`src/rtl/paddle_axis_conditioner.sv`:
```
// Paddle/joystick axis conditioner for the Atari 800 core.
// Chooses between analog stick, PS/2 mouse and d-pad ramp. Positions are
// kept in a 9-bit signed accumulator and saturated to the signed 8-bit
// paddle range. Every output is registered.
module paddle_axis_conditioner #(
    parameter int STEP_CLAMP = 10,
    parameter int RAMP_DIV   = 28000,
    parameter int RAMP_STEP  = 2
) (
    input  logic        clk_sys,
    input  logic        reset,
    input  logic [24:0] ps2_mouse,
    input  logic [15:0] joya,
    input  logic [9:0]  joy,
    input  logic        cpu_halt,
    output logic [7:0]  ax_out,
    output logic [7:0]  ay_out,
    output logic [9:0]  j_out,
    output logic [1:0]  src
);

    localparam int CNT_W = (RAMP_DIV > 1) ? $clog2(RAMP_DIV) : 1;
    localparam logic signed [8:0] STEP_MAX = 9'(STEP_CLAMP);
    localparam logic signed [9:0] RSTEP    = 10'(RAMP_STEP);

    typedef enum logic [1:0] {
        ANALOG  = 2'd0,
        MOUSE   = 2'd1,
        DIGITAL = 2'd2
    } state_t;

    state_t                 state, state_nxt;
    logic signed [8:0]      acc_x, acc_y, acc_x_nxt, acc_y_nxt;
    logic [CNT_W-1:0]       cnt, cnt_nxt;
    logic                   old_stb, dir_prev;
    logic                   pkt, dpress, ramp_tick;
    logic signed [8:0]      dx_c, dy_c;
    logic signed [9:0]      cur_x, cur_y, base_x, base_y;
    logic signed [9:0]      step_x, step_y, ramp_x, ramp_y;
    logic [9:0]             j_sel;
    logic                   unused_bits;

    // Limit one mouse delta to +/-STEP_CLAMP.
    function automatic logic signed [8:0] clamp_step(input logic signed [8:0] d);
        if (d > STEP_MAX)
            return STEP_MAX;
        else if (d < -STEP_MAX)
            return -STEP_MAX;
        else
            return d;
    endfunction

    // Saturate a 10-bit signed sum into the signed 8-bit paddle range.
    function automatic logic signed [8:0] sat8(input logic signed [9:0] s);
        if (s > 10'sd127)
            return 9'sd127;
        else if (s < -10'sd128)
            return -9'sd128;
        else
            return s[8:0];
    endfunction

    assign unused_bits = ^{ps2_mouse[7:6], ps2_mouse[3:2]};

    assign pkt       = (ps2_mouse[24] != old_stb);
    assign dpress    = (|joy[3:0]) && !dir_prev;
    assign ramp_tick = (cnt == CNT_W'(RAMP_DIV - 1));

    assign dx_c   = clamp_step({ps2_mouse[4], ps2_mouse[15:8]});
    assign dy_c   = clamp_step({ps2_mouse[5], ps2_mouse[23:16]});
    assign step_x = {dx_c[8], dx_c};
    assign step_y = {dy_c[8], dy_c};

    assign cur_x  = {acc_x[8], acc_x};
    assign cur_y  = {acc_y[8], acc_y};
    // Leaving ANALOG, the mouse position restarts from the centre.
    assign base_x = (state == ANALOG) ? 10'sd0 : cur_x;
    assign base_y = (state == ANALOG) ? 10'sd0 : cur_y;

    // Opposing directions held together give a zero step.
    assign ramp_x = (joy[0] && !joy[1]) ? RSTEP : (joy[1] && !joy[0]) ? -RSTEP : 10'sd0;
    assign ramp_y = (joy[2] && !joy[3]) ? RSTEP : (joy[3] && !joy[2]) ? -RSTEP : 10'sd0;

    assign j_sel = (state == MOUSE) ? {joy[9], ps2_mouse[1:0], joy[6:0]} : joy;

    // Source arbitration and accumulator/ramp next-state.
    always_comb begin
        state_nxt = state;
        acc_x_nxt = acc_x;
        acc_y_nxt = acc_y;
        cnt_nxt   = cnt;
        if ((joya != '0) || cpu_halt) begin
            state_nxt = ANALOG;
            acc_x_nxt = '0;
            acc_y_nxt = '0;
            cnt_nxt   = '0;
        end else if (pkt) begin
            state_nxt = MOUSE;
            acc_x_nxt = sat8(base_x + step_x);
            acc_y_nxt = sat8(base_y + step_y);
            cnt_nxt   = '0;
        end else if (dpress && (state != DIGITAL)) begin
            state_nxt = DIGITAL;
            cnt_nxt   = '0;
        end else if (state == DIGITAL) begin
            if (ramp_tick) begin
                cnt_nxt   = '0;
                acc_x_nxt = sat8(cur_x + ramp_x);
                acc_y_nxt = sat8(cur_y + ramp_y);
            end else begin
                cnt_nxt = cnt + 1'b1;
            end
        end
    end

    // State, accumulator and ramp counter registers.
    always_ff @(posedge clk_sys) begin
        if (reset) begin
            state <= ANALOG;
            acc_x <= '0;
            acc_y <= '0;
            cnt   <= '0;
        end else begin
            state <= state_nxt;
            acc_x <= acc_x_nxt;
            acc_y <= acc_y_nxt;
            cnt   <= cnt_nxt;
        end
    end

    // Input history; also loaded in reset so a stale toggle or held d-pad is not an event.
    always_ff @(posedge clk_sys) begin
        old_stb  <= ps2_mouse[24];
        dir_prev <= |joy[3:0];
    end

    // Registered outputs to the core.
    always_ff @(posedge clk_sys) begin
        if (reset) begin
            ax_out <= '0;
            ay_out <= '0;
            j_out  <= '0;
            src    <= '0;
        end else begin
            ax_out <= (state == ANALOG) ? joya[7:0]  : acc_x[7:0];
            ay_out <= (state == ANALOG) ? joya[15:8] : acc_y[7:0];
            j_out  <= j_sel;
            src    <= state;
        end
    end

endmodule

```
`config.mk`:
```
export PLATFORM = sky130hd
export DESIGN_NAME = paddle_axis_conditioner
export DESIGN_NICKNAME = d
export VERILOG_FILES = /design/src/rtl/paddle_axis_conditioner.sv
export SDC_FILE = /design/constraint.sdc
export NUM_CORES = 1
export LEC_CHECK = 0
export CAP_MARGIN = 15
export CORE_MARGIN = 2
export CORE_UTILIZATION = 45
export CTS_CLUSTER_SIZE = 12
export DETAILED_ROUTE_END_ITERATION = 8
export PLACE_DENSITY = 0.7
export REMOVE_ABC_BUFFERS = 1
export SYNTH_ARGS = -nofsm -noshare
export SYNTH_HDL_FRONTEND = slang
export SYNTH_SLANG_ARGS = --single-unit
```
`constraint.sdc`:
```
create_clock -name clk_sys -period 4.69 [get_ports clk_sys]
set_clock_uncertainty 0.1 [all_clocks]
set_input_delay 0.938 -clock clk_sys [delete_from_list [all_inputs] [get_ports clk_sys]]
set_output_delay 0.938 -clock clk_sys [all_outputs]
set_load 0.02 [all_outputs]
```
==> metrics.yaml, run 1 <==
run_status:
  outcome: "finished clean"
global_route:
  grt.overflow.total: 0
  grt_usage_pct: 23.2
  grt_pass1_wl_um: 21100
  grt_pass1_vias: 4471
  grt_start_max_net_pins: 29
  antenna_found_initial: 0
critical_path:
  crit_fanout: 6
  cpLargestDelayFamily: "compound AO/OA/AOI/OAI gates"
  crit_slowest_cell: "clkdlybuf4s50_1"
  required_ps: 4820
  cp.arrival_ps: 4620
  critPathMaxStageDelay_ps: 500
  start_kind: "input pin"
  criticalPathCategory: "in -> reg"
  path_buf_inv: 2
  end_kind: "flip-flop"
  cp_cell_sequence: "clkdlybuf4s50_1 -> a21oi_1 -> nor2_1 -> nand2_1 -> ha_1 -> or3_1 -> fa_1 -> a211oi_2 -> o21ai_1 -> a21oi_1 -> mux2i_1 -> o31ai_4 -> buf_4 -> a21oi_1 -> a2111oi_1"
  cpMostUsedCell: "a21oi_1"
timing:
  worst_slack_ps: 197
  min_period_over_period_pct: 95.8
  layout_min_cycle_time_ps: 4490
  fmax_ghz: 0.223
  report.final.setup_viol: 0
  hold_violations: 0
  tns_ps: 0
  drv_slew: 0
  rsz0062_at_grt: "false"
  tightestPinTransition_ps: 1200
  hold_slack_ps: 398
  relSlewSlack_pct: 19.6
clock_tree:
  root_buffer: "clkbuf_8"
  clock_sinks: 65
  cts_tree: "done"
  cts_buffers: 9
  htreeDepth: 3
  clk_pin_slew_ps: 80
  clock_latency_ps: 350
  cts_buffer_depth: 2
  hold_buffers: 0
layout:
  drive_above_1_share_pct: 10.8
  nets: 796
  diodes: 0
  area_growth_pct: 29.6
routing:
  drt-pass1-iter-count: 7
  antenna_left: 0
  via_per_inst: 5.54
  drc: 0
  drtIter0Drc: 207
  wirelength_um: 12800
  post_drt_wl_per_cell_um: 15.2
  vias: 4642
min_path:
  hold_class: "reg -> reg"
synth:
  async_flop_share_pct: 0
  yosysSeqAreaShare_pct: 28.1
  synthCells: 586
  synth_enable_flop_cells: 0
  ys_types: 70
  yosys_register_bits: 65
  synth.avg_cell_area_um2: 7.92
  yosys_warnings: 0
  synth.cell_area_um2: 4640
  ys.flop_type: "dfxtp_1"
power_and_ir_drop:
  power_density_nw_per_um2: 221
  clock_power_share_pct: 37.6
  p_sw_share_pct: 28.9
  p_comb_share_pct: 19.7
  p_seq_share_pct: 42.8
  power_leakage_nw: 2.70
  peakVddDrop_uv: 153
  p_sw_w: 0.000384
  intPower_w: 0.000943
flow_run:
  cap_violations: 0
die:
  fp.dieArea_um2: 11100
  ios: 82
  die_w_um: 106
  num_rows: 37
  die_y_um: 106
  core-area_um2: 10200
  start_util_pct: 45.5
place:
  hpwlAfterDp_um: 9940
  gp_congestion: 0.907
  place_ws_ps: -239
  portBuffers: 77
## cell type report
class / instances / area (um2)
Multi-Input combinational cell: 474 / 3170
Sequential cell: 65 / 1300
Clock buffer: 9 / 124
Fill cell: 967 / 4170
Inverter: 34 / 128
Timing Repair Buffer: 113 / 1040
Tap cell: 136 / 170
Clock inverter: 7 / 77.6
## synth_stat cells (all sizes together) (8+ instances only)
master   count  area [um2]
nor2        78         293
dfxtp       65        1300
nand2       61         229
a21oi       54         274
ha          41         513
inv         34         128
o21ai       29         145
xor2        17         149
a211oi      15         118
a21o        15         113
xnor2       15         131
nor2b       13        81.3
nand3       12        60.1
nand4       10        62.6
o21a         9        67.6
a2111oi      8        87.6
## placed cells by master, fill, tap and decap left out, types with 17 or more instances in the layout
master / n
nor2_1: 78
clkdlybuf4s50_1: 77
dfxtp_1: 65
nand2_1: 61
a21oi_1: 53
ha_1: 41
buf_4: 36
inv_1: 34
o21ai_0: 25
xor2_1: 17
## kinds of logic (layout without fill, tap and decap cells)
kind of cell | count (synthesis) | in the layout | share of synthesized area, %
xor+xnor | 32 | 32 | 6.04
flops | 65 | 65 | 28.1
fa+ha+maj | 45 | 45 | 12.8
compound gates | 167 | 167 | 24.7
buf+inv | 47 | 163 | 3.91
simple gates | 227 | 227 | 23.8
mux | 3 | 3 | 0.647
## routing by layer
metal	share of wire, %	global-route usage [%]	vias to the layer above
met5	0	0	-
met4	2.2	6.39	0
met3	4.0	3.46	30
met2	48	39.3	97
met1	46	30.7	2187
li1	-	-	2328
## final timing paths
check | from | depth (start not counted) | slack, ps | endpoint
min | acc_y[0] | 2 | 400 | ay_out[0]
max reg2reg | state[0] | 13 | 1070 | acc_x[4]
min reg2reg | acc_y[0] | 2 | 400 | ay_out[0]
max | ps2_mouse[9] | 15 | 200 | acc_x[4]
## worst register-to-register path: cells and delay by family, from the launching register on
kind | cells | cell delay (ps)
adder cells (fa/ha/maj) | 2 | 650
AND/OR/NAND/NOR | 2 | 630
multiplexers | 1 | 150
flip-flops | 1 | 360
buffers and inverters | 2 | 240
AO/OA/AOI/OAI | 6 | 1350
## through the flow
step	cells	power, W	utilization, %	instance area [um2]
final	838	0.00133	59.0	6010
after global routing	838	0.00138	59.0	6010
after CTS	837	0.00133	58.8	5990
after detailed placement	821	0.000835	56.8	5790
after global placement	821	0.000830	56.8	5790
after floorplan	573	0.000708	-	4580
## repair_timing
action                                 in CTS  in global routing
setup buffers                               0                  1
gates resized for setup                     0                  5
setup endpoints to repair                   0                 13
endpoints found under the hold margin       0                  0
## power groups by stage
stage / clock network (W) / logic, W / registers [W]
2_1_floorplan: 0 / 0.000112 / 0.000596
3_3_place_gp: 0 / 0.000249 / 0.000580
3_5_place_dp: 0 / 0.000254 / 0.000580
4_1_cts: 0.000506 / 0.000257 / 0.000567
5_1_grt: 0.000528 / 0.000284 / 0.000568
6_report: 0.000498 / 0.000261 / 0.000567
## flip-flops by register name (all words and copies together) (netlist names)
name and flops:
dir_prev 1, ax_out 8, state 2, acc_x 9, acc_y 9, cnt 15
ay_out 8, src 2, j_out 10, old_stb 1
Note: power is estimated with default switching activity, not from simulation.
==> run 2, diff against run 1 <==
==> constraint.sdc (replaced) <==
create_clock -name clk_sys -period 5.25 [get_ports clk_sys]
set_clock_uncertainty 0.1 [all_clocks]
set_input_delay 1.05 -clock clk_sys [delete_from_list [all_inputs] [get_ports clk_sys]]
set_output_delay 1.05 -clock clk_sys [all_outputs]
set_load 0.02 [all_outputs]
==> metrics.yaml, run 2 (synthesis gave the netlist of run 1 again) <==
run_status:
  outcome: "finished clean"
place:
  hpwlAfterDp_um: 9510
  place_inst: 793
  gp_congestion: 0.927
  portBuffers: 77
layout:
  final_cell_mix: "nor2_1, clkdlybuf4s50_1, dfxtp_1"
  finish.utilization_pct: 56.9
  drive_above_1_share_pct: 6.68
  top_regs: "cnt (15), j_out (10)"
  final_cell_count_no_fill: 810
  nets: 768
  diodes: 0
  regMostFlops: "cnt"
  area_growth_pct: 24.9
  layout_commonest_cell: "nor2_1"
  largest_reg_flops: 15
critical_path:
  criticalPathCategory: "in -> reg"
  required_ps: 5400
  crit_start: "ps2_mouse[18]"
  start_kind: "input pin"
  end_kind: "flip-flop"
  cp.arrival_ps: 4980
  crit_fanout: 7
  r2r_start: "state[0]"
clock_tree:
  clock_latency_ps: 360
  cts_tree: "done"
  root_buffer: "clkbuf_8"
  htreeDepth: 3
  clock_sinks: 65
  clk_pin_slew_ps: 80
  cts_buffer_depth: 2
  post_cts_buffers: 0
  cts_buffers: 9
  post_cts_resized: 0
  hold_buffers: 0
routing:
  drtIter0Drc: 215
  vias: 4507
  post_drt_wl_per_cell_um: 15.2
  drt-pass1-iter-count: 5
  drc: 0
  antenna_left: 0
  via_per_inst: 5.56
  wirelength_um: 12400
die:
  die_w_um: 106
  core-area_um2: 10200
  ios: 82
  start_util_pct: 45.5
  num_rows: 37
  die_y_um: 106
  fp.dieArea_um2: 11100
timing:
  drv_slew: 0
  layout_min_cycle_time_ps: 4830
  tightestPinTransition_ps: 692
  fmax_ghz: 0.207
  min_period_over_period_pct: 92.0
  hold_violations: 0
  tns_ps: 0
  relSlewSlack_pct: 53.5
  report.final.setup_viol: 0
  hold_slack_ps: 404
  rsz0062_at_grt: "false"
global_route:
  grt_pass1_wl_um: 20300
  antenna_found_initial: 0
  grt_pass1_vias: 4329
  grt_usage_pct: 22.4
  grt_start_max_net_pins: 30
  grt.overflow.total: 0
flow_run:
  cap_violations: 0
min_path:
  hold_class: "reg -> reg"
  worstHoldStart: "acc_y[0]"
power_and_ir_drop:
  power_density_nw_per_um2: 202
  peakVddDrop_uv: 92.8
  power_leakage_nw: 2.57
==> run 2: metrics by stage <==
stage                     worst slack (ps)  power (W)  area (um2)
after floorplan                        932   0.000632        4580
after global placement                 221   0.000727        5580
after detailed placement               160   0.000730        5580
after CTS                              471    0.00117        5780
after global routing                  60.4    0.00121        5790
final                                  421    0.00117        5790
==> run 2: metal layers <==
layer / vias to the layer above / part of all wire (%) / global-route usage, %
li1: 2269 / - / -
met1: 2103 / 46 / 28.8
met2: 115 / 47 / 37.3
met3: 20 / 4.6 / 4.33
met4: 0 / 2.0 / 7.89
met5: - / 0 / 0
==> run 2: final cells by class <==
type,instances,area [um2]
timing repair buffer,85,835
multi-input combinational,474,3160
tap,136,170
clock inverter,7,78.8
sequential,65,1300
fill,960,4390
clock buffer,9,124
inverter,34,128
==> run 2: critical path, cell delays in order <==
cell	delay [ps]
clkdlybuf4s50_1	520
a21oi_1	80
or3_1	350
ha_1	290
or3_1	410
ha_1	310
a21oi_1	280
o2111ai_1	250
a2111oi_0	460
a311oi_1	120
a311oi_2	370
o21ai_0	230
a22o_1	250
==> run 2: power breakdown <==
part | switching [W] | internal, W | total, W | leakage (nW)
clock | 0.000226 | 0.000224 | 0.000450 | 0.104
sequential | 0.00000297 | 0.000504 | 0.000507 | 0.531
combinational | 0.000113 | 0.000102 | 0.000215 | 1.94
total | 0.000342 | 0.000830 | 0.00117 | 2.57
==> run 2: worst paths after layout <==
path,endpoint,slack (ps),cells past startpoint
worst max register to register,acc_x[2],1480,12
worst min-delay path,ay_out[0],400,2
worst max-delay path,acc_y[3],420,13
worst min register to register,ay_out[0],400,2
